--- src/rtl/inst_loader_if.sv ---
// -----------------------------------------------------------------------------
// inst_loader_if
// Bundles the byte-stream handshake, the instruction-memory write port and the
// loader status lines of inst_loader.
//   master : host/bench side -- drives load_start, byte_valid, byte_data and
//            observes everything the loader produces
//   slave  : loader side     -- consumes the stream, drives byte_ready, the
//            memory write port (mem_we/mem_addr/mem_wdata) and the status
//            outputs cpu_hold/done/error
// -----------------------------------------------------------------------------
interface inst_loader_if;
   logic        load_start;
   logic        byte_valid;
   logic [7:0]  byte_data;
   logic        byte_ready;
   logic        mem_we;
   logic [31:0] mem_addr;
   logic [31:0] mem_wdata;
   logic        cpu_hold;
   logic        done;
   logic        error;

   modport master (
      output load_start, byte_valid, byte_data,
      input  byte_ready, mem_we, mem_addr, mem_wdata, cpu_hold, done, error
   );

   modport slave (
      input  load_start, byte_valid, byte_data,
      output byte_ready, mem_we, mem_addr, mem_wdata, cpu_hold, done, error
   );
endinterface

--- src/rtl/inst_loader.sv ---
// -----------------------------------------------------------------------------
// inst_loader
// Loads an instruction image from a byte stream into instruction memory while
// holding the processor in reset. Stream format: 16-bit word count N (MSB
// first), then N instructions of 4 bytes each, instruction MSB first. Words
// are stored byte-swapped so the flipping ROM read path returns the original
// big-endian instruction.
//
// Ports:
//   clock  : system clock, all state on the rising edge
//   reset  : asynchronous active-low reset
//   bus    : inst_loader_if.slave
//            load_start/byte_valid/byte_data in, byte_ready out,
//            mem_we/mem_addr/mem_wdata write port, cpu_hold/done/error status
//
// Parameters:
//   ADDR_WIDTH : log2 of memory depth in words (max load 2**ADDR_WIDTH words)
//   BASE_ADDR  : word-aligned byte address of the first word written
//
// Optional feature macro: INST_LOADER_CHECKSUM_EN
//   When defined, a trailing byte equal to the XOR of all data bytes must
//   follow the last word (8'h00 when N=0); a mismatch ends in ERROR.
// -----------------------------------------------------------------------------
module inst_loader #(
   parameter int          ADDR_WIDTH = 8,
   parameter logic [31:0] BASE_ADDR  = 32'h0000_0000
) (
   input  logic          clock,
   input  logic          reset,
   inst_loader_if.slave  bus
);

   typedef enum logic [2:0] {
      S_IDLE,
      S_HDR_HI,
      S_HDR_LO,
      S_DATA,
      S_WRITE,
      S_DONE,
`ifdef INST_LOADER_CHECKSUM_EN
      S_CHK,
`endif
      S_ERROR
   } state_t;

   localparam logic [16:0] MAX_WORDS = 17'd1 << ADDR_WIDTH;

   state_t                state_q;
   logic [15:0]           n_q;
   logic [ADDR_WIDTH:0]   idx_q;       // one extra bit so N = 2**ADDR_WIDTH does not wrap
   logic [1:0]            byte_cnt_q;
   logic [23:0]           shift_q;     // holds {b2,b1,b0} until the fourth byte arrives
   logic                  ready_q;
   logic                  we_q;
   logic [31:0]           addr_q;
   logic [31:0]           wdata_q;
   logic                  hold_q;
   logic                  done_q;
   logic                  error_q;
`ifdef INST_LOADER_CHECKSUM_EN
   logic [7:0]            xor_q;
   logic [7:0]            xor_d;
`endif

   logic                  xfer;
   logic [15:0]           n_d;
   logic [ADDR_WIDTH:0]   idx_d;
   logic                  last_word;

   assign xfer      = bus.byte_valid & ready_q;
   assign n_d       = {n_q[15:8], bus.byte_data};
   assign idx_d     = idx_q + 1'b1;
   assign last_word = (17'(idx_d) == {1'b0, n_q});
`ifdef INST_LOADER_CHECKSUM_EN
   assign xor_d     = xor_q ^ bus.byte_data;
`endif

   // byte_ready is registered, so it is set together with the state it
   // belongs to; it is high exactly in HDR_HI, HDR_LO, DATA (and CHK).
   always_ff @(posedge clock or negedge reset) begin
      if (!reset) begin
         state_q    <= S_IDLE;
         n_q        <= '0;
         idx_q      <= '0;
         byte_cnt_q <= '0;
         shift_q    <= '0;
         ready_q    <= 1'b0;
         we_q       <= 1'b0;
         addr_q     <= BASE_ADDR;
         wdata_q    <= '0;
         hold_q     <= 1'b1;
         done_q     <= 1'b0;
         error_q    <= 1'b0;
`ifdef INST_LOADER_CHECKSUM_EN
         xor_q      <= '0;
`endif
      end else begin
         we_q <= 1'b0;
         case (state_q)
            S_IDLE, S_DONE, S_ERROR: begin
               if (bus.load_start) begin
                  state_q    <= S_HDR_HI;
                  ready_q    <= 1'b1;
                  done_q     <= 1'b0;
                  error_q    <= 1'b0;
                  hold_q     <= 1'b1;
                  idx_q      <= '0;
                  byte_cnt_q <= '0;
`ifdef INST_LOADER_CHECKSUM_EN
                  xor_q      <= '0;
`endif
               end
            end
            S_HDR_HI: begin
               if (xfer) begin
                  n_q[15:8] <= bus.byte_data;
                  state_q   <= S_HDR_LO;
               end
            end
            S_HDR_LO: begin
               if (xfer) begin
                  n_q[7:0] <= bus.byte_data;
                  if (n_d == 16'd0) begin
`ifdef INST_LOADER_CHECKSUM_EN
                     state_q <= S_CHK;
`else
                     state_q <= S_DONE;
                     ready_q <= 1'b0;
                     done_q  <= 1'b1;
                     hold_q  <= 1'b0;
`endif
                  end else if ({1'b0, n_d} > MAX_WORDS) begin
                     state_q <= S_ERROR;
                     ready_q <= 1'b0;
                     error_q <= 1'b1;
                  end else begin
                     state_q <= S_DATA;
                  end
               end
            end
            S_DATA: begin
               if (xfer) begin
                  shift_q    <= {bus.byte_data, shift_q[23:8]};
                  byte_cnt_q <= byte_cnt_q + 2'd1;
`ifdef INST_LOADER_CHECKSUM_EN
                  xor_q      <= xor_d;
`endif
                  if (byte_cnt_q == 2'd3) begin
                     // {b3,b2,b1,b0}: stored swapped, undone by the ROM flip
                     wdata_q <= {bus.byte_data, shift_q};
                     addr_q  <= BASE_ADDR + (32'(idx_q) << 2);
                     we_q    <= 1'b1;
                     ready_q <= 1'b0;
                     state_q <= S_WRITE;
                  end
               end
            end
            S_WRITE: begin
               idx_q <= idx_d;
               if (last_word) begin
`ifdef INST_LOADER_CHECKSUM_EN
                  state_q <= S_CHK;
                  ready_q <= 1'b1;
`else
                  state_q <= S_DONE;
                  done_q  <= 1'b1;
                  hold_q  <= 1'b0;
`endif
               end else begin
                  state_q <= S_DATA;
                  ready_q <= 1'b1;
               end
            end
`ifdef INST_LOADER_CHECKSUM_EN
            S_CHK: begin
               if (xfer) begin
                  ready_q <= 1'b0;
                  if (bus.byte_data == xor_q) begin
                     state_q <= S_DONE;
                     done_q  <= 1'b1;
                     hold_q  <= 1'b0;
                  end else begin
                     state_q <= S_ERROR;
                     error_q <= 1'b1;
                  end
               end
            end
`endif
            default: begin
               state_q <= S_IDLE;
               ready_q <= 1'b0;
            end
         endcase
      end
   end

   assign bus.byte_ready = ready_q;
   assign bus.mem_we     = we_q;
   assign bus.mem_addr   = addr_q;
   assign bus.mem_wdata  = wdata_q;
   assign bus.cpu_hold   = hold_q;
   assign bus.done       = done_q;
   assign bus.error      = error_q;

endmodule
--- src/flat_wrapper.sv ---
// flat-port wrapper written by rule: the top's interface ports become plain ports
module inst_loader_flat 
#(
   parameter int          ADDR_WIDTH = 8,
   parameter logic [31:0] BASE_ADDR  = 32'h0000_0000
)
  (clock, reset, bus_load_start, bus_byte_valid, bus_byte_data, bus_byte_ready, bus_mem_we, bus_mem_addr, bus_mem_wdata, bus_cpu_hold, bus_done, bus_error);
  inst_loader_if bus_i ();
  input  logic clock;
  input  logic reset;
  input wire logic [$bits(bus_i.load_start)-1:0] bus_load_start;
  input wire logic [$bits(bus_i.byte_valid)-1:0] bus_byte_valid;
  input wire logic [$bits(bus_i.byte_data)-1:0] bus_byte_data;
  output wire logic [$bits(bus_i.byte_ready)-1:0] bus_byte_ready;
  output wire logic [$bits(bus_i.mem_we)-1:0] bus_mem_we;
  output wire logic [$bits(bus_i.mem_addr)-1:0] bus_mem_addr;
  output wire logic [$bits(bus_i.mem_wdata)-1:0] bus_mem_wdata;
  output wire logic [$bits(bus_i.cpu_hold)-1:0] bus_cpu_hold;
  output wire logic [$bits(bus_i.done)-1:0] bus_done;
  output wire logic [$bits(bus_i.error)-1:0] bus_error;
  assign bus_i.load_start = bus_load_start;
  assign bus_i.byte_valid = bus_byte_valid;
  assign bus_i.byte_data = bus_byte_data;
  assign bus_byte_ready = bus_i.byte_ready;
  assign bus_mem_we = bus_i.mem_we;
  assign bus_mem_addr = bus_i.mem_addr;
  assign bus_mem_wdata = bus_i.mem_wdata;
  assign bus_cpu_hold = bus_i.cpu_hold;
  assign bus_done = bus_i.done;
  assign bus_error = bus_i.error;
  inst_loader #(.ADDR_WIDTH(ADDR_WIDTH), .BASE_ADDR(BASE_ADDR)) u_core (.clock(clock), .reset(reset), .bus(bus_i));
endmodule
--- config.mk ---
export PLATFORM = sky130hd
export DESIGN_NAME = inst_loader_flat
export DESIGN_NICKNAME = d
export VERILOG_FILES = /design/src/rtl/inst_loader_if.sv /design/src/rtl/inst_loader.sv /design/src/flat_wrapper.sv
export SDC_FILE = /design/constraint.sdc
export NUM_CORES = 1
export LEC_CHECK = 0
export ABC_AREA = 1
export ABC_CLOCK_PERIOD_IN_PS = 1800
export CORE_MARGIN = 2
export CORE_UTILIZATION = 48
export DETAILED_ROUTE_END_ITERATION = 7
export PLACE_DENSITY = 0.77
export SKIP_LAST_GASP = 1
export SYNTH_ARGS = -nofsm -noshare
export SYNTH_HDL_FRONTEND = slang
export SYNTH_SLANG_ARGS = --single-unit
--- constraint.sdc ---
create_clock -name clock -period 1.8 [get_ports clock]
set_clock_uncertainty 0.1 [all_clocks]
set_input_delay 0.36 -clock clock [delete_from_list [all_inputs] [get_ports clock]]
set_output_delay 0.36 -clock clock [all_outputs]
set_load 0.01 [all_outputs]
==> impl_metrics.toml <==
[cells_and_area]
n_antenna_cell = 0
final_nets = 628
layout-drive-gt1-share_pct = 16.2
area_delta_synth_final_pct = 23.9
final_cells = 748

[setup_path]
critPathKind = "flop to flop"
crit_top_cell = "nand3_1"
arrival_ns = 2.08
start_kind = "flop"
cp.required_ns = 1.96
crit_path_end_kind = "flop"
r2r_setup_slack_ns = -0.12
cp_top_family = "simple AND/OR/NAND/NOR gates"
slowest_delay_ns = 0.42
path_cells = "buf_6 -> clkinvlp_4 -> nor2_4 -> nand3_2 -> xor3_1 -> nor2_2 -> nand3_1 -> nand3_1 -> nand2_1"
crit_slowest_cell = "dfrtp_1"
worst-path-buf-inv = 2
path_max_fanout = 6

[timing]
period_needed_ns = 1.92
period_share_pct = 107
hold_violations = 0
layout_setup_ws_ns = -0.124
finalMaxSlewViolations = 0
finalSetupViolations = 5
clock.fmax_mhz = 520
max-slew-margin-rel_pct = 65.2
tightest_slew_ns = 0.522
rsz0062_at_grt = "yes"

[die]
core_um2 = 9280
die_w_um = 102
row_count = 35
dieArea_um2 = 10400
initial_core_util_pct = 49.7
ios = 81
die_h_um = 102

[clocking]
htreeDepth = 3
clock_sinks = 100
cts_tree = "done"
clk_path_buf_depth = 2
cts_root_buffer = "clkbuf_8"
numCtsBuffers = 9
clock_latency_ns = 0.36
clkTransAtPathRegs_ns = 0.10

[placement]
port-buffer-count = 57
gp_congestion = 0.902
place_inst = 727
place_ws_ns = -0.287
place.detailed.hpwl_um = 6880

[global_route]
grt_use_met3_pct = 3.21
grt_usage_pct = 19.8
grt_max_degree = 101
met2_usage_pct = 31.1
top_usage_layer = "met2"
grt_pass1_vias = 3473
grt_antenna_before_repair = 0
overflow = 0
grt_pass1_wl_um = 16100
gr-usage-met1_pct = 27.3

[pwr]
power.density_cell_area_nw_per_um2 = 649
vdd_drop_max_v = 0.000338
finalPower_mw = 3.71
p_leak_nw = 3.05

[yosys]
ys_async_sr_fraction_pct = 100
synth_xor_area_share_pct = 0.705
ys_top_cells_by_count = "167 x nand2_1, 99 x dfrtp_1, 59 x inv_1"
synthMuxAreaShare_pct = 0
synth_fa_ha_area_share_pct = 0.542
synth_top_family_by_area = "simple AND/OR/NAND/NOR gates"
synth_enable_flop_cells = 0
syn_inst = 526
ys_seq_area_share_pct = 54.3
synth_compound_area_share_pct = 13.0
yosysWarnings = 0
synth_flop_cell = "dfrtp_1"
synth-seq-cells = 100
syn_area_um2 = 4610
synth.most_common_cell = "nand2_1"
synth_area_per_cell_um2 = 8.77
synth-simple-area-share_pct = 20.1
synth_area_leader_cell = "dfrtp_1"
synth_area_leaders = "dfrtp_1 54%, nand2_1 14%, o21ai_0 5.7%, inv_1 4.8%, o21ai_2 4.6%"
yosysUniqueCellTypes = 31
synth.top_cell.area_share_pct = 53.7

[route]
drt_iter0_drc = 146
drc = 0
wl_um = 9670
vias_per_cell = 4.89
dr.pass1.iters = 4
postRouteAntennaNets = 0
wl_per_cell_um = 12.9
vias = 3657

[flow_run]
cap_violations = 0

[min_path]
hold_class = "flop to flop"

[outcome]
violations = "setup timing"
outcome = "finished with violations"
[cell usage in the layout (no fill, tap or decap), types with 3 or more instances in the layout]
cell type,Yosys,layout
nand3_2,1,4
dfrtp_1,99,98
dlymetal6s2s_1,0,4
nand4_1,5,5
nand2_1,167,164
nand3_1,15,12
nor2_2,1,4
a21oi_1,5,5
nand2_2,2,5
o21ai_1,7,9
inv_2,2,3
clkdlybuf4s50_1,0,51
o22ai_1,8,8
o21ai_2,24,23
conb_1,1,23
o21ai_0,53,51
nor2_1,24,20
buf_12,0,4
inv_1,59,57
clkbuf_8,0,9
buf_4,23,31
[worst min-delay path, delay by kind of cell (launching register included)]
kind / cells / cell delay (ns)
flip-flops: 1 / 0.38
AND/OR/NAND/NOR: 2 / 0.10
[layout make-up]
cell class                 count  area [µm²]
fill                         786        3570
sequential                   100        2500
multi-input combinational    348        1730
timing repair buffer          93         903
inverter                      62         239
tap                          129         161
clock buffer                  10         128
clock inverter                 6        47.5
[power by group]
part	internal [mW]	switching [mW]	total, mW	leakage (nW)
combinational	0.0477	0.0990	0.147	1.71
sequential	2.25	0.00267	2.25	1.25
clock	0.516	0.795	1.31	0.0872
total	2.81	0.897	3.71	3.05
[stage by stage]
step	TNS [ns]	util (%)	area [µm²]	hold slack, ns
after CTS	-0.264	60.8	5650	0.375
after global placement	-5.24	58.4	5430	0.354
after detailed placement	-6.33	58.4	5430	0.362
after global routing	-1.35	61.6	5720	0.392
after floorplan	0	-	4700	-0.0356
final	-0.513	61.6	5720	0.374
[final timing paths]
| check | start | endpoint | depth (start not counted) |
|---|---|---|---|
| worst min register to register | u_core.bus.cpu_hold | u_core.bus.cpu_hold | 2 |
| worst max-delay path | u_core.idx_q[0] | u_core.bus.byte_ready | 9 |
| worst max register to register | u_core.idx_q[0] | u_core.bus.byte_ready | 9 |
| worst min-delay path | u_core.bus.cpu_hold | u_core.bus.cpu_hold | 2 |
| min in group asynchronous | reset | u_core.bus.mem_wdata[21] | 3 |
| max in group asynchronous | reset | u_core.state_q[2] | 3 |
[cells by family after synthesis]
group           count (synthesis)
buf+inv                       100
xor+xnor                        2
compound gates                 99
other cells                     1
flops                         100
simple gates                  222
fa+ha+maj                       2
[registers in the layout (all words and copies together), names as in the netlist]
| register | count |
|---|---|
| u_core.bus.mem_wdata | 32 |
| u_core.shift_q | 24 |
| u_core.n_q | 16 |
| u_core.bus.mem_addr | 9 |
| u_core.idx_q | 9 |
| u_core.state_q | 3 |
| u_core.byte_cnt_q | 2 |
| u_core.bus.byte_ready | 1 |
| u_core.bus.cpu_hold | 1 |
| u_core.bus.done | 1 |
| u_core.bus.error | 1 |
| u_core.bus.mem_we | 1 |
[layer usage]
layer	wire length, µm	up-vias
met2	4580	99
li1	-	1796
met3	373	23
met4	278	0
met1	4440	1739
met5	0	-
[timing repair]
item | 4_1_cts | 5_1_grt
pin swaps | 3 | 8
setup buffers | 1 | 3
hold buffers | 1 | 0
endpoints found under the setup margin | 6 | 15
endpoints found under the hold margin | 99 | 0
resized for setup | 10 | 15
Power figures use the tool's default switching activity.
